<file path="src/rtl/vga_timing_pkg.sv">
// Shared VGA 640x480@60 timing constants and the vertical-phase state type.
package vga_timing_pkg;

  localparam int unsigned H_ACTIVE = 640;
  localparam int unsigned H_FRONT  = 16;
  localparam int unsigned H_SYNC   = 96;
  localparam int unsigned H_BACK   = 48;
  localparam int unsigned H_TOTAL  = H_ACTIVE + H_FRONT + H_SYNC + H_BACK;

  localparam int unsigned V_ACTIVE = 480;
  localparam int unsigned V_FRONT  = 10;
  localparam int unsigned V_SYNC   = 2;
  localparam int unsigned V_BACK   = 33;
  localparam int unsigned V_TOTAL  = V_ACTIVE + V_FRONT + V_SYNC + V_BACK;

  // Vertical phase of the current line.
  typedef enum logic [1:0] {
    ACTIVE = 2'b00,
    FRONT  = 2'b01,
    SYNC   = 2'b10,
    BACK   = 2'b11
  } v_phase_e;

endpackage

</file>
<file path="src/rtl/v_counter_sync_if.sv">
// Vertical-timing bus: end-of-line pulse in, line count / sync / strobes out.
// Optional frame_cnt member present when VCNT_FRAME_CNT_EN is defined.
interface v_counter_sync_if;

  logic       trig_v;
  logic [9:0] v_count;
  logic       vsync;
  logic       v_active;
  logic       frame_start;
`ifdef VCNT_FRAME_CNT_EN
  logic [7:0] frame_cnt;
`endif

  // Timing-chain side: drives trig_v, consumes the vertical outputs.
  modport master (
    output trig_v,
    input  v_count,
    input  vsync,
    input  v_active,
    input  frame_start
`ifdef VCNT_FRAME_CNT_EN
    , input frame_cnt
`endif
  );

  // Vertical counter side.
  modport slave (
    input  trig_v,
    output v_count,
    output vsync,
    output v_active,
    output frame_start
`ifdef VCNT_FRAME_CNT_EN
    , output frame_cnt
`endif
  );

endinterface

</file>
<file path="src/rtl/v_counter_sync.sv">
// Vertical line counter and vsync generator. Advances one line per sampled trig_v,
// sequences ACTIVE -> FRONT -> SYNC -> BACK and strobes frame_start on wrap.
// Optional 8-bit frame counter enabled by defining VCNT_FRAME_CNT_EN.
module v_counter_sync #(
  parameter int unsigned V_ACTIVE  = vga_timing_pkg::V_ACTIVE,
  parameter int unsigned V_FRONT   = vga_timing_pkg::V_FRONT,
  parameter int unsigned V_SYNC    = vga_timing_pkg::V_SYNC,
  parameter int unsigned V_BACK    = vga_timing_pkg::V_BACK,
  parameter bit          VSYNC_POL = 1'b0
) (
  input logic              clk,
  input logic              reset,
  v_counter_sync_if.slave  bus
);

  import vga_timing_pkg::*;

  localparam int unsigned V_TOTAL = V_ACTIVE + V_FRONT + V_SYNC + V_BACK;

  if (V_TOTAL > 1024) begin : g_total_check
    $error("v_counter_sync: V_TOTAL must not exceed 1024");
  end

  localparam logic [9:0] LastLine  = 10'(V_TOTAL - 1);
  localparam logic [9:0] FrontLine = 10'(V_ACTIVE);
  localparam logic [9:0] SyncLine  = 10'(V_ACTIVE + V_FRONT);
  localparam logic [9:0] BackLine  = 10'(V_ACTIVE + V_FRONT + V_SYNC);

  // Phase-boundary compares on the next line number.
  function automatic logic is_front_start(input logic [9:0] line);
    return line == FrontLine;
  endfunction

  function automatic logic is_sync_start(input logic [9:0] line);
    return line == SyncLine;
  endfunction

  function automatic logic is_back_start(input logic [9:0] line);
    return line == BackLine;
  endfunction

  logic [9:0] count_q, count_d;
  v_phase_e   state_q, state_d;
  logic       vsync_q, vsync_d;
  logic       v_active_q, v_active_d;
  logic       frame_start_q, frame_start_d;

  // Next line count, phase and output levels; outputs follow next-state values so
  // every registered output agrees with the registered count.
  always_comb begin
    count_d       = count_q;
    state_d       = state_q;
    frame_start_d = 1'b0;
    if (bus.trig_v) begin
      if (count_q == LastLine) begin
        count_d       = '0;
        frame_start_d = 1'b1;
      end else begin
        count_d = count_q + 10'd1;
      end
      case (state_q)
        ACTIVE: if (is_front_start(count_d)) state_d = FRONT;
        FRONT:  if (is_sync_start(count_d))  state_d = SYNC;
        SYNC:   if (is_back_start(count_d))  state_d = BACK;
        BACK:   if (count_d == '0)           state_d = ACTIVE;
        default: begin
          // Unknown encoding: restart the frame without a start strobe.
          state_d       = ACTIVE;
          count_d       = '0;
          frame_start_d = 1'b0;
        end
      endcase
    end
    vsync_d    = (state_d == SYNC) ? VSYNC_POL : ~VSYNC_POL;
    v_active_d = (state_d == ACTIVE);
  end

  // Counter, phase and registered outputs.
  always_ff @(posedge clk or posedge reset) begin
    if (reset) begin
      count_q       <= '0;
      state_q       <= ACTIVE;
      vsync_q       <= ~VSYNC_POL;
      v_active_q    <= 1'b1;
      frame_start_q <= 1'b0;
    end else begin
      count_q       <= count_d;
      state_q       <= state_d;
      vsync_q       <= vsync_d;
      v_active_q    <= v_active_d;
      frame_start_q <= frame_start_d;
    end
  end

  assign bus.v_count     = count_q;
  assign bus.vsync       = vsync_q;
  assign bus.v_active    = v_active_q;
  assign bus.frame_start = frame_start_q;

`ifdef VCNT_FRAME_CNT_EN
  logic [7:0] frame_cnt_q, frame_cnt_d;

  // Steps together with frame_start so the new value appears with the strobe.
  always_comb begin
    frame_cnt_d = frame_cnt_q;
    if (frame_start_d) begin
      frame_cnt_d = frame_cnt_q + 8'd1;
    end
  end

  // Frame counter register.
  always_ff @(posedge clk or posedge reset) begin
    if (reset) begin
      frame_cnt_q <= '0;
    end else begin
      frame_cnt_q <= frame_cnt_d;
    end
  end

  assign bus.frame_cnt = frame_cnt_q;
`endif

endmodule

</file>
<file path="src/flat_wrapper.sv">
// flat-port wrapper written by rule: the top's interface ports become plain ports
module v_counter_sync_flat import vga_timing_pkg::*;
#(
  parameter int unsigned V_ACTIVE  = vga_timing_pkg::V_ACTIVE,
  parameter int unsigned V_FRONT   = vga_timing_pkg::V_FRONT,
  parameter int unsigned V_SYNC    = vga_timing_pkg::V_SYNC,
  parameter int unsigned V_BACK    = vga_timing_pkg::V_BACK,
  parameter bit          VSYNC_POL = 1'b0
)
  (clk, reset, bus_trig_v, bus_v_count, bus_vsync, bus_v_active, bus_frame_start);
  v_counter_sync_if bus_i ();
  input logic clk;
  input logic reset;
  input wire logic [$bits(bus_i.trig_v)-1:0] bus_trig_v;
  output wire logic [$bits(bus_i.v_count)-1:0] bus_v_count;
  output wire logic [$bits(bus_i.vsync)-1:0] bus_vsync;
  output wire logic [$bits(bus_i.v_active)-1:0] bus_v_active;
  output wire logic [$bits(bus_i.frame_start)-1:0] bus_frame_start;
  assign bus_i.trig_v = bus_trig_v;
  assign bus_v_count = bus_i.v_count;
  assign bus_vsync = bus_i.vsync;
  assign bus_v_active = bus_i.v_active;
  assign bus_frame_start = bus_i.frame_start;
  v_counter_sync #(.V_ACTIVE(V_ACTIVE), .V_FRONT(V_FRONT), .V_SYNC(V_SYNC), .V_BACK(V_BACK), .VSYNC_POL(VSYNC_POL)) u_core (.clk(clk), .reset(reset), .bus(bus_i));
endmodule
</file>
<file path="config.mk">
export PLATFORM = sky130hd
export DESIGN_NAME = v_counter_sync_flat
export DESIGN_NICKNAME = d
export VERILOG_FILES = /design/src/rtl/vga_timing_pkg.sv /design/src/rtl/v_counter_sync_if.sv /design/src/rtl/v_counter_sync.sv /design/src/flat_wrapper.sv
export SDC_FILE = /design/constraint.sdc
export NUM_CORES = 1
export LEC_CHECK = 0
export CAP_MARGIN = 10
export CORE_UTILIZATION = 47
export CTS_CLUSTER_SIZE = 25
export DETAILED_ROUTE_END_ITERATION = 16
export PLACE_DENSITY = 0.74
export RECOVER_POWER = 25
export SLEW_MARGIN = 0
export SYNTH_ARGS = -nofsm -noshare
export SYNTH_HDL_FRONTEND = slang
export SYNTH_SLANG_ARGS = --single-unit
</file>
<file path="constraint.sdc">
create_clock -name clk -period 2.1 [get_ports clk]
set_input_delay 0.42 -clock clk [delete_from_list [all_inputs] [get_ports clk]]
set_output_delay 0.42 -clock clk [all_outputs]
set_load 0.01 [all_outputs]
</file>
==> Yosys cells after proc, flatten, opt, wreduce, memory -nomap -nowiden <==
Index checks and enable logic that the tools add are counted.
W data, S select, Z words.
{ "classes": {"n_eq_ne": 8, "reduce_logical": 3, "n_addsub": 1, "mux": 11} }
{ "ops": {"columns": ["op", "count"], "rows": [
  ["$eq A10 B9 Y1 const B", 3],
  ["$mux W10", 2],
  ["$add A10 B1 Y10 const B", 1],
  ["$eq A10 B10 Y1 const B", 1],
  ["$logic_not A10 Y1", 1],
  ["$mux W2", 5],
  ["$pmux W2 S4", 1],
  ["$eq A2 B2 Y1 const B", 3],
  ["$logic_not A2 Y1", 2],
  ["$mux W1", 3],
  ["$eq A2 B1 Y1 const B", 1]
]} }
{ "word_totals": {"ff_bits": 15, "inputBits": 3, "out_inout_bits": 13, "word_cells": 28} }

==> Logic depth before layout (Yosys ltp) <==
Gate-level depths: netlist of run 1.
{ "depth": {"word_depth": 9, "depth_mapped": 8, "ltp_nobuf": 7} }

==> Least setup slack after synthesis of run 1 <==
OpenSTA, ideal clock, no wires.
{ "synth_path": {"path_type": "register -> register", "from": "register u_core.count_q[0] (netlist: u_core.bus.v_count[0])", "to": "register u_core.v_active_q (netlist: u_core.bus.v_active)", "t_required_ns": 2.022, "path_buffers": 1, "synth_period_minus_slack_ns": 2.303, "setup_slack_ns": -0.203, "setup_ns": 0.078, "arrival_ns": 2.225, "path_stages_with_launch": 9, "cell_sequence": "dfrtp_1 > clkbuf_8 > inv_1 > ha_1 > or4b_1 > o22a_1 > a21o_1 > a211o_1 > and3b_1"} }
{ "synth_between": {"elab_chain_len": 8, "elab_cells_between_ends": 15, "cone_classes": "1 x add/sub; 4 x eq/ne; 8 x mux; 2 x reduce/logical"} }
{ "synth_lines": {"columns": ["item", "line", "rtl"], "rows": [
  ["from (decl)", "v_counter_sync.sv:42", "logic [9:0] count_q, count_d;"],
  ["from (signal assigned)", "v_counter_sync.sv:87", "count_q <= count_d;"],
  ["$add A10 B1 Y10 / $eq A10 B10 Y1 (equally long branches)", "v_counter_sync.sv:59, v_counter_sync.sv:55", null],
  ["$mux W10 (*)", "v_counter_sync.sv:55", "if (count_q == LastLine) begin"],
  ["$mux W10 (*)", "v_counter_sync.sv:54", "if (bus.trig_v) begin"],
  ["$eq A10 B9 Y1 (tied with other cells)", "v_counter_sync.sv:39", "return line == BackLine;"],
  ["$mux W2, on equally long branches", null, null],
  ["$pmux W2 S4 (*)", "v_counter_sync.sv:61", "case (state_q)"],
  ["$mux W2 (*)", "v_counter_sync.sv:54", null],
  ["$logic_not A2 Y1 (*)", "v_counter_sync.sv:75", "v_active_d = (state_d == ACTIVE);"],
  ["net u_core.v_active_d", "v_counter_sync.sv:45", "logic v_active_q, v_active_d;"],
  ["to (signal assigned)", "v_counter_sync.sv:90", "v_active_q <= v_active_d;"],
  ["to (decl)", "v_counter_sync.sv:45", null]
]} }
Mark *: on every way through the listed nets, which the timed path passes. The rest lies on a longest branch. The select of a mux whose other input is x is not followed.
A chain may end at the register's enable or synchronous reset.

==> Worst setup path after layout of run 1 <==
{ "layout_path": {"from": "register u_core.count_q[1] (netlist: u_core.bus.v_count[1])", "to": "register u_core.v_active_q (netlist: u_core.bus.v_active)"} }
The elaborated chain is that of the path after synthesis.

==> key figures, run 1 <==
Timing
  • Max-slew violations: 0
  • Setup TNS: 0 ns
  • Period minus WS final: 2.05 ns
  • Worst relative slew slack: 61.2%
  • Worst Skew: 0.00277 ns
  • Period utilization: 97.4%
  • RSZ-0062 raised after global routing: no
  • Finish-stage setup viols: 0
  • Highest Clock Rate: 489 MHz
  • Worst Tran Pin Value: 0.581 ns
  • Hold slack final: 0.596 ns
  • Final Hold Fails: 0

Power and ir drop
  • Total power: 0.00136 W
  • P_leak: 0.504 nW
  • Peak VDD IR: 0.000749 V
  • PD cells: 1080 mW/mm2

Clock network
  • H-Tree Depth: 1
  • Sink Count: 15
  • Clock Latency Late Sink: 0.28 ns
  • Clk slew on worst S/H paths: 0.09 ns
  • Num CTS Buffers: 3
  • Hold-fix buffers, CTS: 0
  • CTS root buffer: clkbuf_4
  • CTS tree: yes
  • Clk buf depth: 2

Yosys
  • Cells after Synth: 113
  • Synth top area share: 31.4%
  • Primary FF master, synth: dfrtp_1
  • EDFF count, synth: 0
  • Mean post-synth cell area: 9.18 um2
  • Mapped Area: 0.00104 mm2
  • Register area share after synthesis: 36.4%
  • Synth area leaders: dfrtp_1 (31%), dfstp_2 (5.1%), xnor2_1 (5.1%), nand3_1 (4.8%), o21ai_0 (4.8%)
  • Seq cells post-synth: 15
  • Syn Nets: 118
  • Cell variety after synth: 45
  • Dominant cell type by area after synthesis: dfrtp_1
  • Post-synth ARST share: 100%
  • Ys Warns: 0

Drt
  • Final wirelength: 2290 um
  • Initial DRC count: 28
  • Vias/cell: 6.01
  • DR WL/cell: 14.4 um
  • Final ANT Viol Nets: 0
  • Detailed-route via count: 956
  • Initial DRT Pass Iterations: 4
  • Detailed-route DRC error count: 0

Global route
  • First-pass GRT wire length: 3870 um
  • Total gr overflow: 0
  • Vias in the first global route: 881
  • Largest net degree at the start of global routing: 16
  • GRT Overall Usage: 21.0%
  • Antenna violations before repair: 0

Hold path
  • Worst Hold Depth: 2
  • Hold Path Sink: u_core.bus.v_count[1]
  • Hold_sp: u_core.bus.v_count[1]
  • Worst min-delay path class: reg2reg

Setup path
  • Kind of critical path: reg2reg
  • Critical path, cell by cell: inv_2, ha_4, or4b_1, o22a_1, a21o_1, a211o_1, and3b_1
  • R2r endpoint: u_core.bus.v_active
  • Reg2reg setup slack: 0.05 ns
  • Crit path max-delay family: simple AND/OR/NAND/NOR gates
  • Worst setup EP type: register
  • CP max stage cell: or4b_1
  • CP Launch Type: register
  • Reg2reg path depth: 7
  • Worst path buffer plus inverter count: 1
  • Reg-to-reg startpoint: u_core.bus.v_count[1]
  • CP max stage delay: 0.47 ns
  • Crit-path max FO: 5
  • Critical Path AT: 2.27 ns
  • Required time of the critical path: 2.32 ns

Floorplan
  • Die Ht: 49.0 um
  • Initial Util: 51.3%
  • FP Rows: 16
  • Die Wd: 49.0 um
  • Area of the die: 0.00240 mm2
  • I/O pins: 16
  • Core area: 0.00202 mm2

Final layout
  • Final Cell Area: 0.00126 mm2
  • Fin nets: 138
  • Fill count: 172
  • # diodes: 0
  • Share of cells above drive strength 1: 17.4%
  • Synth-to-layout area growth: 21.4%
  • Commonest non-fill, non-tap cells in the layout: clkdlybuf4s50_1 (14), dfrtp_1 (13), nand3_1 (10)
  • Commonest non-fill, non-tap cell in the layout: clkdlybuf4s50_1

Placed design
  • Final HPWL DP: 1650 um
  • GPL Wtd Cong: 0.866
  • Port Buffers: 15
  • Placed Area: 0.00122 mm2

Job
  • Maxcap violations: 0

Outcome
  • Outcome: finished clean
-- metal layers --
metal / global-route usage (%) / vias to the layer above / part of all wire (%)
met4: 8.33 / 0 / 0.87
li1: - / 452 / -
met1: 27.2 / 458 / 45
met5: 0 / - / 0
met2: 35.0 / 42 / 48
met3: 3.43 / 4 / 5.8
-- worst min-delay path, cell delays in order, from the launching register on --
cell	delay, ns
dfrtp_1	0.40
inv_2	0.08
o22ai_1	0.08
-- kinds of logic after synthesis --
family	synth area share (%)
AOI/OAI and AO/OA	15.2
and+or+nand+nor	28.0
adders and majority gates	2.41
muxes	3.02
buffers and inverters	8.20
DFF	36.4
xor gates and xnor gates	6.76
-- worst max path at each step --
stage	from	end	slack (ns)	depth (start not counted)
floorplan	u_core.bus.v_count[0]	u_core.bus.v_active	-0.06	8
global placement	u_core.bus.v_count[1]	u_core.bus.v_active	0.11	7
detailed placement	u_core.bus.v_count[1]	u_core.state_q[1]	0.04	7
CTS	u_core.bus.v_count[1]	u_core.bus.v_active	0.03	7
global route	u_core.bus.v_count[0]	u_core.bus.v_active	0.004	7
finish	u_core.bus.v_count[1]	u_core.bus.v_active	0.05	7
-- sequential cells by signal, summed over array words and instances, names as in the netlist --
name                    cells
u_core.bus.frame_start      1
u_core.bus.v_active         1
u_core.bus.v_count         10
u_core.bus.vsync            1
u_core.state_q              2
-- synth_stat cells (2+ instances only) --
library cell  count
and2_1            2
clkbuf_1          2
a21oi_1           4
mux2i_1           2
dfstp_2           2
buf_6             2
nand4_1           3
clkbuf_8          2
xnor2_1           6
xor2_1            2
inv_1             6
and4_2            2
nor2_1            4
ha_1              2
and4b_1           2
nand2_1           8
and3_1            2
o22a_1            2
o21ai_0          10
nand3_1          10
nor4b_1           2
dfrtp_1          13
-- area by class of cell --
class | count | area [um2] | area share [%]
clock buffers | 4 | 26.3 | 2.09
inverters | 6 | 22.5 | 1.79
multi-input cells | 85 | 596 | 47.3
flip-flops and latches | 15 | 378 | 30.0
well taps | 27 | 33.8 | 2.68
repair buffers | 22 | 203 | 16.1
-- through the flow --
step	util, %	cells	setup slack, ns
global placement	60.5	155	0.108
detailed placement	60.5	155	0.0419
finish	62.3	159	0.0550
CTS	61.8	159	0.0344
global route	62.3	159	0.00367
floorplan	-	113	-0.0626
-- power by group --
group	leakage, nW	internal [W]	switching, W	total (W)
registers	0.191	0.000353	0.0000892	0.000442
logic	0.298	0.000369	0.000377	0.000745
clock network	0.0150	0.0000738	0.0000974	0.000171
-- repair_timing --
action,CTS,global route
buffers inserted,0,0
setup endpoints to repair,0,4
gates resized for setup,0,4
Note: power is estimated with default switching activity, not from simulation.
==> run 2, diff against run 1 <==
--- a/config.mk
+++ b/config.mk
@@ -5,6 +5,7 @@
 export SDC_FILE = /design/constraint.sdc
 export NUM_CORES = 1
 export LEC_CHECK = 0
+export ABC_CLOCK_PERIOD_IN_PS = 2100
 export CAP_MARGIN = 10
 export CORE_UTILIZATION = 47
 export CTS_CLUSTER_SIZE = 25
==> results of run 2 <==
The final DEF is identical to that of run 1; final timing and power are the same.
